--- config.mk ---
export PLATFORM = sky130hd
export DESIGN_NAME = alu_shift_unit
export DESIGN_NICKNAME = d
export VERILOG_FILES = /design/src/rtl/alu_shift_unit.sv
export SDC_FILE = /design/constraint.sdc
export NUM_CORES = 1
export LEC_CHECK = 0
export ABC_AREA = 1
export ABC_CLOCK_PERIOD_IN_PS = 3700
export BUFFER_PORTS_ARGS = -buffer_cell sky130_fd_sc_hd__buf_2
export CAP_MARGIN = 5
export CORE_ASPECT_RATIO = 1.5
export CORE_UTILIZATION = 61
export DETAILED_ROUTE_END_ITERATION = 6
export PLACE_DENSITY = 0.78
export SETUP_SLACK_MARGIN = 0.5
export SLEW_MARGIN = 40
export SYNTH_ARGS = -nofsm -noshare
export SYNTH_HDL_FRONTEND = slang
export SYNTH_SLANG_ARGS = --single-unit
--- constraint.sdc ---
create_clock -name clk -period 3.7 [get_ports clk]
set_input_delay 0.37 -clock clk [delete_from_list [all_inputs] [get_ports clk]]
set_output_delay 0.37 -clock clk [all_outputs]
set_load 0.005 [all_outputs]
--- src/rtl/alu_shift_unit.sv ---
// ALU / serial shifter with a single-entry valid/ready request and response.
// ALU ops finish in one cycle; shifts move one bit per cycle under a down-counter.
module alu_shift_unit (
   input  logic        clk,
   input  logic        rst_n,
   input  logic        req_valid,
   output logic        req_ready,
   input  logic        req_kind,
   input  logic        req_invert_a,
   input  logic        req_invert_b,
   input  logic [1:0]  req_operation,
   input  logic        req_left_right,
   input  logic [4:0]  req_shamt,
   input  logic [31:0] req_a,
   input  logic [31:0] req_b,
   output logic        rsp_valid,
   input  logic        rsp_ready,
   output logic [31:0] rsp_result,
   output logic        rsp_zero,
   output logic        rsp_overflow
);

   typedef enum logic [1:0] {IDLE, ALU, SHIFT, DONE} state_e;

   state_e      state_q, state_d;
   logic        inv_a_q, inv_a_d;
   logic        inv_b_q, inv_b_d;
   logic [1:0]  op_q, op_d;
   logic        lr_q, lr_d;
   logic [31:0] a_q, a_d;
   logic [31:0] b_q, b_d;
   logic [31:0] work_q, work_d;
   logic [4:0]  cnt_q, cnt_d;
   logic [31:0] result_q, result_d;
   logic        zero_q, zero_d;
   logic        ovf_q, ovf_d;

   logic [31:0] a_p, b_p;
   logic [32:0] sum;
   logic [33:0] diff;
   logic        add_ovf;
   logic [31:0] alu_res;

   always_comb begin
      a_p     = inv_a_q ? ~a_q : a_q;
      b_p     = inv_b_q ? ~b_q : b_q;
      sum     = {1'b0, a_p} + {1'b0, b_p} + {32'd0, inv_b_q};
      // carry into bit 31 recovered from the sum bit; overflow when it differs from carry out
      add_ovf = (a_p[31] ^ b_p[31] ^ sum[31]) ^ sum[32];
      // exact signed A' - (B' + cin) in 34 bits so the sign is never corrupted by wrap
      diff    = {{2{a_p[31]}}, a_p} - {{2{b_p[31]}}, b_p} - {33'd0, inv_b_q};
      case (op_q)
         2'b00:   alu_res = a_p & b_p;
         2'b01:   alu_res = a_p | b_p;
         2'b10:   alu_res = sum[31:0];
         default: alu_res = {31'd0, diff[33]};
      endcase
   end

   always_comb begin
      state_d  = state_q;
      inv_a_d  = inv_a_q;
      inv_b_d  = inv_b_q;
      op_d     = op_q;
      lr_d     = lr_q;
      a_d      = a_q;
      b_d      = b_q;
      work_d   = work_q;
      cnt_d    = cnt_q;
      result_d = result_q;
      zero_d   = zero_q;
      ovf_d    = ovf_q;
      case (state_q)
         IDLE: begin
            if (req_valid) begin
               inv_a_d = req_invert_a;
               inv_b_d = req_invert_b;
               op_d    = req_operation;
               lr_d    = req_left_right;
               a_d     = req_a;
               b_d     = req_b;
               work_d  = req_a;
               cnt_d   = req_shamt;
               state_d = req_kind ? SHIFT : ALU;
            end
         end
         ALU: begin
            result_d = alu_res;
            zero_d   = (alu_res == '0);
            ovf_d    = (op_q == 2'b10) & add_ovf;
            state_d  = DONE;
         end
         SHIFT: begin
            if (cnt_q == '0) begin
               result_d = work_q;
               zero_d   = (work_q == '0);
               ovf_d    = 1'b0;
               state_d  = DONE;
            end else begin
               work_d = lr_q ? {work_q[30:0], 1'b0} : {1'b0, work_q[31:1]};
               cnt_d  = cnt_q - 5'd1;
            end
         end
         DONE: begin
            if (rsp_ready) state_d = IDLE;
         end
         default: state_d = IDLE;
      endcase
   end

   always_ff @(posedge clk or negedge rst_n) begin
      if (!rst_n) begin
         state_q  <= IDLE;
         inv_a_q  <= 1'b0;
         inv_b_q  <= 1'b0;
         op_q     <= '0;
         lr_q     <= 1'b0;
         a_q      <= '0;
         b_q      <= '0;
         work_q   <= '0;
         cnt_q    <= '0;
         result_q <= '0;
         zero_q   <= 1'b0;
         ovf_q    <= 1'b0;
      end else begin
         state_q  <= state_d;
         inv_a_q  <= inv_a_d;
         inv_b_q  <= inv_b_d;
         op_q     <= op_d;
         lr_q     <= lr_d;
         a_q      <= a_d;
         b_q      <= b_d;
         work_q   <= work_d;
         cnt_q    <= cnt_d;
         result_q <= result_d;
         zero_q   <= zero_d;
         ovf_q    <= ovf_d;
      end
   end

   assign req_ready    = (state_q == IDLE);
   assign rsp_valid    = (state_q == DONE);
   assign rsp_result   = result_q;
   assign rsp_zero     = zero_q;
   assign rsp_overflow = ovf_q;

endmodule

==> implementation parameters, run 1 <==
Parameter                              Value

Critical path
  Worst path cell trace ... buf_12, xnor2_4, inv_2, ha_4, buf_6, nand2_1, nand2_1, inv_1, nand2_1, inv_1, nand2_1, nand2_2, nand3_2, nand2_1, nand3_1, nand2_2, nor2_2, nand2_1, nor2_1, nand4_1, a21oi_1
  Start point of the critical path ... inv_a_q
  Levels on crit path ... 21
  Startpoint of the worst register-to-register path ... inv_a_q
  Worst path bufs/invs ... 5
  Register-to-Register Path Depth ... 21
  Class of the most critical setup path ... flop to flop
  Required time worst endpoint ... 4.06 ns
  Capture instance of the worst register-to-register path ... rsp_zero
  Cell with the biggest individual delay on the critical path ... sky130_fd_sc_hd__dfrtp_4
  Worst Path Max Fanout ... 8
  Startpoint types ... flop
  Critical path data arrival time ... 3.81 ns
  Cell type group with the largest total delay on the critical path ... simple AND/OR/NAND/NOR gates
  Worst stage delay on the critical path ... 0.60 ns
  Slack of the worst reg-to-reg path ... 0.25 ns
  Destination of the critical timing path ... rsp_zero
  Critical Path Sink Type ... flop
  Critical path's most frequent cell ... sky130_fd_sc_hd__nand2_1

Floorplanning
  Die width ... 117 µm
  Placeable core region ... 0.0192 mm²
  Chip height ... 174 µm
  Total Die Area ... 0.0203 mm²
  Initial core utilization ... 62.5%
  Standard-cell row count ... 62
  Top-level I/O count ... 115

Layout
  Synth-to-Final Area Change ... 30.4%
  Area used by sequential logic in the layout ... 0.00356 mm²
  Final design utilization ... 81.5%
  # nets final ... 2087
  ANT cells ... 0
  Proportion of layout cells with a drive suffix above 1 ... 26.7%
  Footprint of the multi-input gates ... 0.00868 mm²
  Fill cells ... 1297

Synthesis
  Number of distinct standard cells referenced by the synthesized netlist ... 44
  Instance count of the mapped netlist ... 1740
  Number of register bits inferred by synthesis ... 142
  Leading cell types by total area after synthesis ... sky130_fd_sc_hd__dfrtp_1 (30%), sky130_fd_sc_hd__nand2_1 (13%), sky130_fd_sc_hd__ha_1 (13%)
  Cell taking the most area after synthesis ... sky130_fd_sc_hd__dfrtp_1
  Top cell types by occurrence after synthesis ... sky130_fd_sc_hd__nand2_1 (415), sky130_fd_sc_hd__inv_1 (313), sky130_fd_sc_hd__o21ai_0 (193)
  Flip-flop cell with the highest count after synthesis ... sky130_fd_sc_hd__dfrtp_1
  Yosys warnings ... 0
  Top-count cell post-synth ... sky130_fd_sc_hd__nand2_1
  Number of flops mapped to enable cells by yosys ... 0
  Post-synthesis instance area ... 0.0120 mm²
  Sequential fraction of the synthesis area ... 29.5%
  Mean cell area of the mapped netlist ... 6.91 µm²
  Net Count, Synth ... 1943
  Share of synthesized flip-flops with an asynchronous set or reset ... 100%
  Area share of the largest cell type after synthesis ... 29.5%

STA
  Worst-Margin Slew ... 0.925 ns
  Setup violation total in the final timing report ... 0
  Final worst path period share ... 93.2%
  Total count of hold-check failures in the final report ... 0
  Final worst path period need ... 3.45 ns
  Final Skew ... 0.0165 ns
  Total negative setup slack ... 0 ns
  Rel. slew slack ... 38.2%
  Total count of max-transition violations in the final report ... 0
  Setup repair after global routing missed its margin ... yes
  Achievable frequency ... 290 MHz

GRT
  Maximum number of pins on one net before global-route repair ... 76
  Via count of the first global-routing pass ... 12080
  Initial antenna violation count ... 0
  Wire length of the first global-routing pass ... 59500 µm
  Total congestion overflow ... 0
  Overall global routing resource usage ... 38.8%

Routing
  Number of search-and-repair iterations in the first detailed-routing pass ... 7
  Residual DRC ... 1
  Count of antenna-violating nets left after detailed routing ... 0
  Sum of routed wire length over all layers ... 42700 µm
  Routed via count ... 12826
  Iter 0 DRT Violations ... 1249
  Avg Vias per Cell ... 5.96
  Routed wire length per instance ... 19.8 µm

Clocking
  Latest clock arrival within the worst-skew pair ... 0.44 ns
  Inserted Clock Buffers ... 17
  Root buffer selected by CTS ... sky130_fd_sc_hd__clkbuf_16
  Max clock buf depth ... 2
  Deepest level of the CTS H-tree ... 4
  Clock-pin transition on the worst setup and hold timing paths ... 0.07 ns
  TritonCTS clock tree ... built
  Sink Count ... 142

Place
  HPWL after detailed placement ... 28400 µm
  Number of input and output port buffers inserted ... 114
  Placer's final routability congestion estimate ... 1.11

Flow run
  Count of maximum capacitance violations ... 0

Outcome
  Failing checks ... DRC
  Run status ... finished with violations

Worst hold path
  Min-delay worst type ... input pin to flop
-- kinds of logic after synthesis --
kind of cell,after synthesis,synth area share [%]
and+or+nand+nor,655,22.8
buffers and inverters,379,11.9
AOI/OAI and AO/OA,341,14.8
DFF,142,29.5
adders and majority gates,124,13.0
xor gates and xnor gates,66,4.81
muxes,33,3.09
-- through the flow --
stage               area [µm²]  instances  hold WS (ns)  worst slack [ns]
finish                   15700       2152         0.159             0.253
global route             15700       2152         0.159            0.0969
CTS                      14000       2127         0.152             0.400
detailed placement       13000       2087         0.432            0.0744
global placement         13000       2087         0.428             0.131
floorplan                12000       1740        0.0744             0.586
-- worst min path at each step --
| stage | endpoint | slack, ns | from | cells after the start |
|---|---|---|---|---|
| 2_1_floorplan | a_q[0] | 0.07 | rst_n | 0 |
| 3_3_place_gp | b_q[10] | 0.43 | rst_n | 1 |
| 5_1_grt | b_q[5] | 0.16 | req_b[5] | 2 |
| 4_1_cts | b_q[4] | 0.15 | req_b[4] | 2 |
| 3_5_place_dp | b_q[10] | 0.43 | rst_n | 1 |
| 6_report | b_q[13] | 0.16 | req_b[13] | 2 |
-- area by class of cell --
cell class                      count  area share (%)
Clock inverter                     13            1.35
Sequential cell                   142            22.7
Timing Repair Buffer              187            8.15
Clock buffer                       18            2.80
Tap cell                          256            2.04
Multi-Input combinational cell   1219            55.3
Inverter                          317            7.64
-- sequential cells by signal (all words and copies together) (netlist names), 2 cells and up --
| register | flops |
|---|---|
| b_q | 32 |
| work_q | 32 |
| state_q | 2 |
| op_q | 2 |
| cnt_q | 5 |
| rsp_result | 32 |
| a_q | 32 |
-- metal layers --
layer / track usage [%] / vias up / routed length, µm / share of wire (%)
li1: - / 5807 / - / -
met1: 44.9 / 5925 / 15000 / 35
met2: 64.2 / 817 / 20100 / 47
met3: 8.79 / 277 / 4180 / 9.8
met4: 24.1 / 0 / 3410 / 8.0
met5: 0 / - / 0 / 0
-- placed cells by master (no fill, tap or decap), drive strengths merged, types with 5 or more instances in the layout --
cell type and n:
nand3 78, nand3b 7, o21bai 7, nor3 11
o22ai 23, or2 5, clkbuf 20, inv 317
clkinv 7, nor2 99, bufinv 5, xnor2 64
nand2 426, buf 184, a31oi 6, mux2 33
nand4 23, a21oi 103, o21ai 195, ha 123
dfrtp 142
-- timing repair --
item,4_1_cts,5_1_grt
setup endpoints to repair,14,22
hold buffers,1,0
setup buffers,8,23
pin swaps,5,81
gates resized for setup,45,284
hold endpoints to repair,44,0
cloned,0,2
Power of run 1 is not shown: default switching activity piles up to over one toggle a cycle in this logic, so the estimate is an artifact.
==> run 2, diff against run 1 <==
--- a/config.mk
+++ b/config.mk
@@ -9,10 +9,12 @@
 export ABC_CLOCK_PERIOD_IN_PS = 3700
 export BUFFER_PORTS_ARGS = -buffer_cell sky130_fd_sc_hd__buf_2
 export CAP_MARGIN = 5
+export CELL_PAD_IN_SITES_DETAIL_PLACEMENT = 0
+export CELL_PAD_IN_SITES_GLOBAL_PLACEMENT = 2
 export CORE_ASPECT_RATIO = 1.5
-export CORE_UTILIZATION = 61
+export CORE_UTILIZATION = 34
 export DETAILED_ROUTE_END_ITERATION = 6
-export PLACE_DENSITY = 0.78
+export PLACE_DENSITY = 0.85
 export SETUP_SLACK_MARGIN = 0.5
 export SLEW_MARGIN = 40
 export SYNTH_ARGS = -nofsm -noshare
==> run 2 against run 1 <==
Effect of this change: the run now ends clean; first-iteration DRC count fell by 55%; sequential cell count did not move; clock skew fell by 0.0030 ns; via count fell by 8.6%; wire length fell by 1.8%; non-clock buffer count rose by 5; sequential share of layout area rose by 0.28 points; hold slack got worse by 0.0083 ns; critical path type unchanged; critical endpoint unchanged; highest routed layer unchanged.
==> implementation parameters, run 2 (synthesis gave the netlist of run 1 again) <==
Parameter                              Value

Outcome
  Run status ... finished, final reports clean

Place
  Post-placement cell count ... 2314 (+11%)
  Placer's final routability congestion estimate ... 0.917 (-17%)
  Placed instance area ... 0.0134 mm² (+2.9%)
  HPWL after detailed placement ... 31800 µm (+12%)
  Number of input and output port buffers inserted ... 114 (unchanged)

STA
  Setup repair after global routing missed its margin ... yes
  Final worst path period share ... 88.6% (-4.5 points)
  Achievable frequency ... 305 MHz (+5.1%)
  Final Skew ... 0.0135 ns (-0.00303 ns)
  Total negative setup slack ... 0 ns (unchanged)
  Setup violation total in the final timing report ... 0 (unchanged)
  Total count of hold-check failures in the final report ... 0 (unchanged)
  Worst-Margin Slew ... 0.820 ns (-0.104 ns)
  Total count of max-transition violations in the final report ... 0 (unchanged)
  Final worst path period need ... 3.28 ns (-0.167 ns)
  Rel. slew slack ... 45.3% (+7.1 points)

Layout
  Highest-count cells in the layout ignoring fill and taps ... sky130_fd_sc_hd__nand2_1 (395), sky130_fd_sc_hd__inv_1 (294), sky130_fd_sc_hd__o21ai_0 (184)
  ANT cells ... 0 (unchanged)
  Synth-to-Final Area Change ... 28.8%
  Post-layout instance count excluding filler cells ... 2374 (+10%)
  Proportion of layout cells with a drive suffix above 1 ... 22.8% (-3.9 points)
  Final std cell area, no fill ... 0.0155 mm² (-1.2%)
  Final design utilization ... 44.3% (-37 points)
  Most common cell after layout, fill and taps aside ... sky130_fd_sc_hd__nand2_1
  # nets final ... 2092 (+0.24%)

Critical path
  Startpoint of the worst register-to-register path ... inv_a_q
  Slack of the worst reg-to-reg path ... 0.42 ns (+0.17 ns)
  Worst path cell trace ... buf_8, buf_12, xnor2_4, inv_1, ha_4, ha_4, nand2_2, inv_1, nand2_1, a21oi_1, o21bai_1, nand2_1, nor2_2, nand2_1, nand2_1, nand3_2, nand2_1, nand3_1, nor2_2, nand4_1, a21oi_1
  Worst stage delay on the critical path ... 0.52 ns (-0.08 ns)
  Startpoint types ... flop
  Register-to-Register Path Depth ... 21 (unchanged)
  Critical path's most frequent cell ... sky130_fd_sc_hd__nand2_1
  Worst path bufs/invs ... 4 (-1)
  Cell type group with the largest total delay on the critical path ... simple AND/OR/NAND/NOR gates
  Worst Path Max Fanout ... 6 (-2)
  Critical Path Sink Type ... flop
  Capture instance of the worst register-to-register path ... rsp_zero
  Class of the most critical setup path ... flop to flop
  Critical path data arrival time ... 3.64 ns (-0.17 ns)
  Required time worst endpoint ... 4.06 ns (about the same)
  Cell with the biggest individual delay on the critical path ... sky130_fd_sc_hd__dfrtp_4

Worst hold path
  Number of cells traversed by the worst hold path ... 2 (unchanged)
  Min-delay worst type ... input pin to flop
  Worst min-delay path startpoint ... req_b[20]
  End point of the most critical hold path ... b_q[20]

Clocking
  Max clock buf depth ... 2 (unchanged)
  Root buffer selected by CTS ... sky130_fd_sc_hd__clkbuf_16
  Inserted Clock Buffers ... 17 (unchanged)
  TritonCTS clock tree ... built
  Sink Count ... 142 (unchanged)
  Latest clock arrival within the worst-skew pair ... 0.44 ns (about the same)
  Deepest level of the CTS H-tree ... 4 (unchanged)
  Clock-pin transition on the worst setup and hold timing paths ... 0.07 ns (about the same)

Floorplanning
  Standard-cell row count ... 84 (+35%)
  Total Die Area ... 0.0361 mm² (+78%)
  Placeable core region ... 0.0350 mm² (+82%)
  Top-level I/O count ... 115 (unchanged)
  Initial core utilization ... 34.4% (-28 points)
  Chip height ... 232 µm (+34%)
  Die width ... 156 µm (+33%)

GRT
  Maximum number of pins on one net before global-route repair ... 81 (+6.6%)
  Initial antenna violation count ... 0 (unchanged)
  Total congestion overflow ... 0 (unchanged)
  Wire length of the first global-routing pass ... 62500 µm (+4.9%)
  Overall global routing resource usage ... 22.9% (-16 points)
  Via count of the first global-routing pass ... 11310 (-6.4%)

Flow run
  Count of maximum capacitance violations ... 0 (unchanged)

Routing
  Iter 0 DRT Violations ... 567 (-55%)
  Routed via count ... 11719 (-8.6%)
  Routed wire length per instance ... 17.7 µm (-11%)
  Avg Vias per Cell ... 4.94 (-17%)
  Count of antenna-violating nets left after detailed routing ... 0 (unchanged)
  Residual DRC ... 0 (-1)
  Sum of routed wire length over all layers ... 41900 µm (-1.8%)
  Number of search-and-repair iterations in the first detailed-routing pass ... 4 (-3)
run 2: worst max path at each step:
stage / start / cells past startpoint / to / slack (ns)
final: inv_a_q / 21 / rsp_zero / 0.42
after global placement: inv_a_q / 17 / rsp_zero / -0.13
after floorplan: inv_b_q / 20 / rsp_zero / 0.59
after global routing: inv_a_q / 19 / rsp_zero / 0.23
after CTS: inv_a_q / 17 / rsp_zero / 0.31
after detailed placement: inv_a_q / 17 / rsp_zero / -0.16
run 2: cell type report:
class / instances / area, µm²
fillers: 3617 / 19500
multi-input cells: 1219 / 8270
inverters: 317 / 1190
clock inverters: 11 / 109
well taps: 473 / 592
repair buffers: 192 / 1300
flip-flops and latches: 142 / 3560
clock buffers: 20 / 467
run 2: metal layers:
layer	wire length (µm)	global-route usage [%]	vias up
met5	0	0	-
met4	1390	8.70	0
met3	1600	2.76	70
met2	21500	41.3	277
met1	17400	27.6	5556
li1	-	-	5816
run 2: through the flow:
step | hold slack (ns) | worst slack (ns)
3_3_place_gp | 0.459 | -0.128
3_5_place_dp | 0.459 | -0.159
4_1_cts | 0.0109 | 0.309
6_report | 0.150 | 0.420
2_1_floorplan | 0.0744 | 0.586
5_1_grt | 0.141 | 0.226
run 2: what timing repair did:
item	4_1_cts	5_1_grt
setup buffers	2	24
gates cloned	0	2
gates resized for setup	41	182
pin swaps	2	55
setup endpoints to repair	13	25
hold buffers	0	1
endpoints found under the hold margin	0	9
run 2: worst reg2reg max path, stage by stage (launching register included):
cell                       delay [ns]
sky130_fd_sc_hd__dfrtp_4         0.52
sky130_fd_sc_hd__buf_8           0.17
sky130_fd_sc_hd__buf_12          0.16
sky130_fd_sc_hd__xnor2_4         0.21
sky130_fd_sc_hd__inv_1           0.09
sky130_fd_sc_hd__ha_4            0.32
sky130_fd_sc_hd__ha_4            0.21
sky130_fd_sc_hd__nand2_2         0.08
sky130_fd_sc_hd__inv_1           0.04
sky130_fd_sc_hd__nand2_1         0.06
sky130_fd_sc_hd__a21oi_1         0.08
sky130_fd_sc_hd__o21bai_1        0.22
sky130_fd_sc_hd__nand2_1         0.16
sky130_fd_sc_hd__nor2_2          0.13
sky130_fd_sc_hd__nand2_1         0.06
sky130_fd_sc_hd__nand2_1         0.07
sky130_fd_sc_hd__nand3_2         0.09
sky130_fd_sc_hd__nand2_1         0.06
sky130_fd_sc_hd__nand3_1         0.07
sky130_fd_sc_hd__nor2_2          0.13
sky130_fd_sc_hd__nand4_1         0.10
sky130_fd_sc_hd__a21oi_1         0.15
Power of run 2 is left out for the same reason.
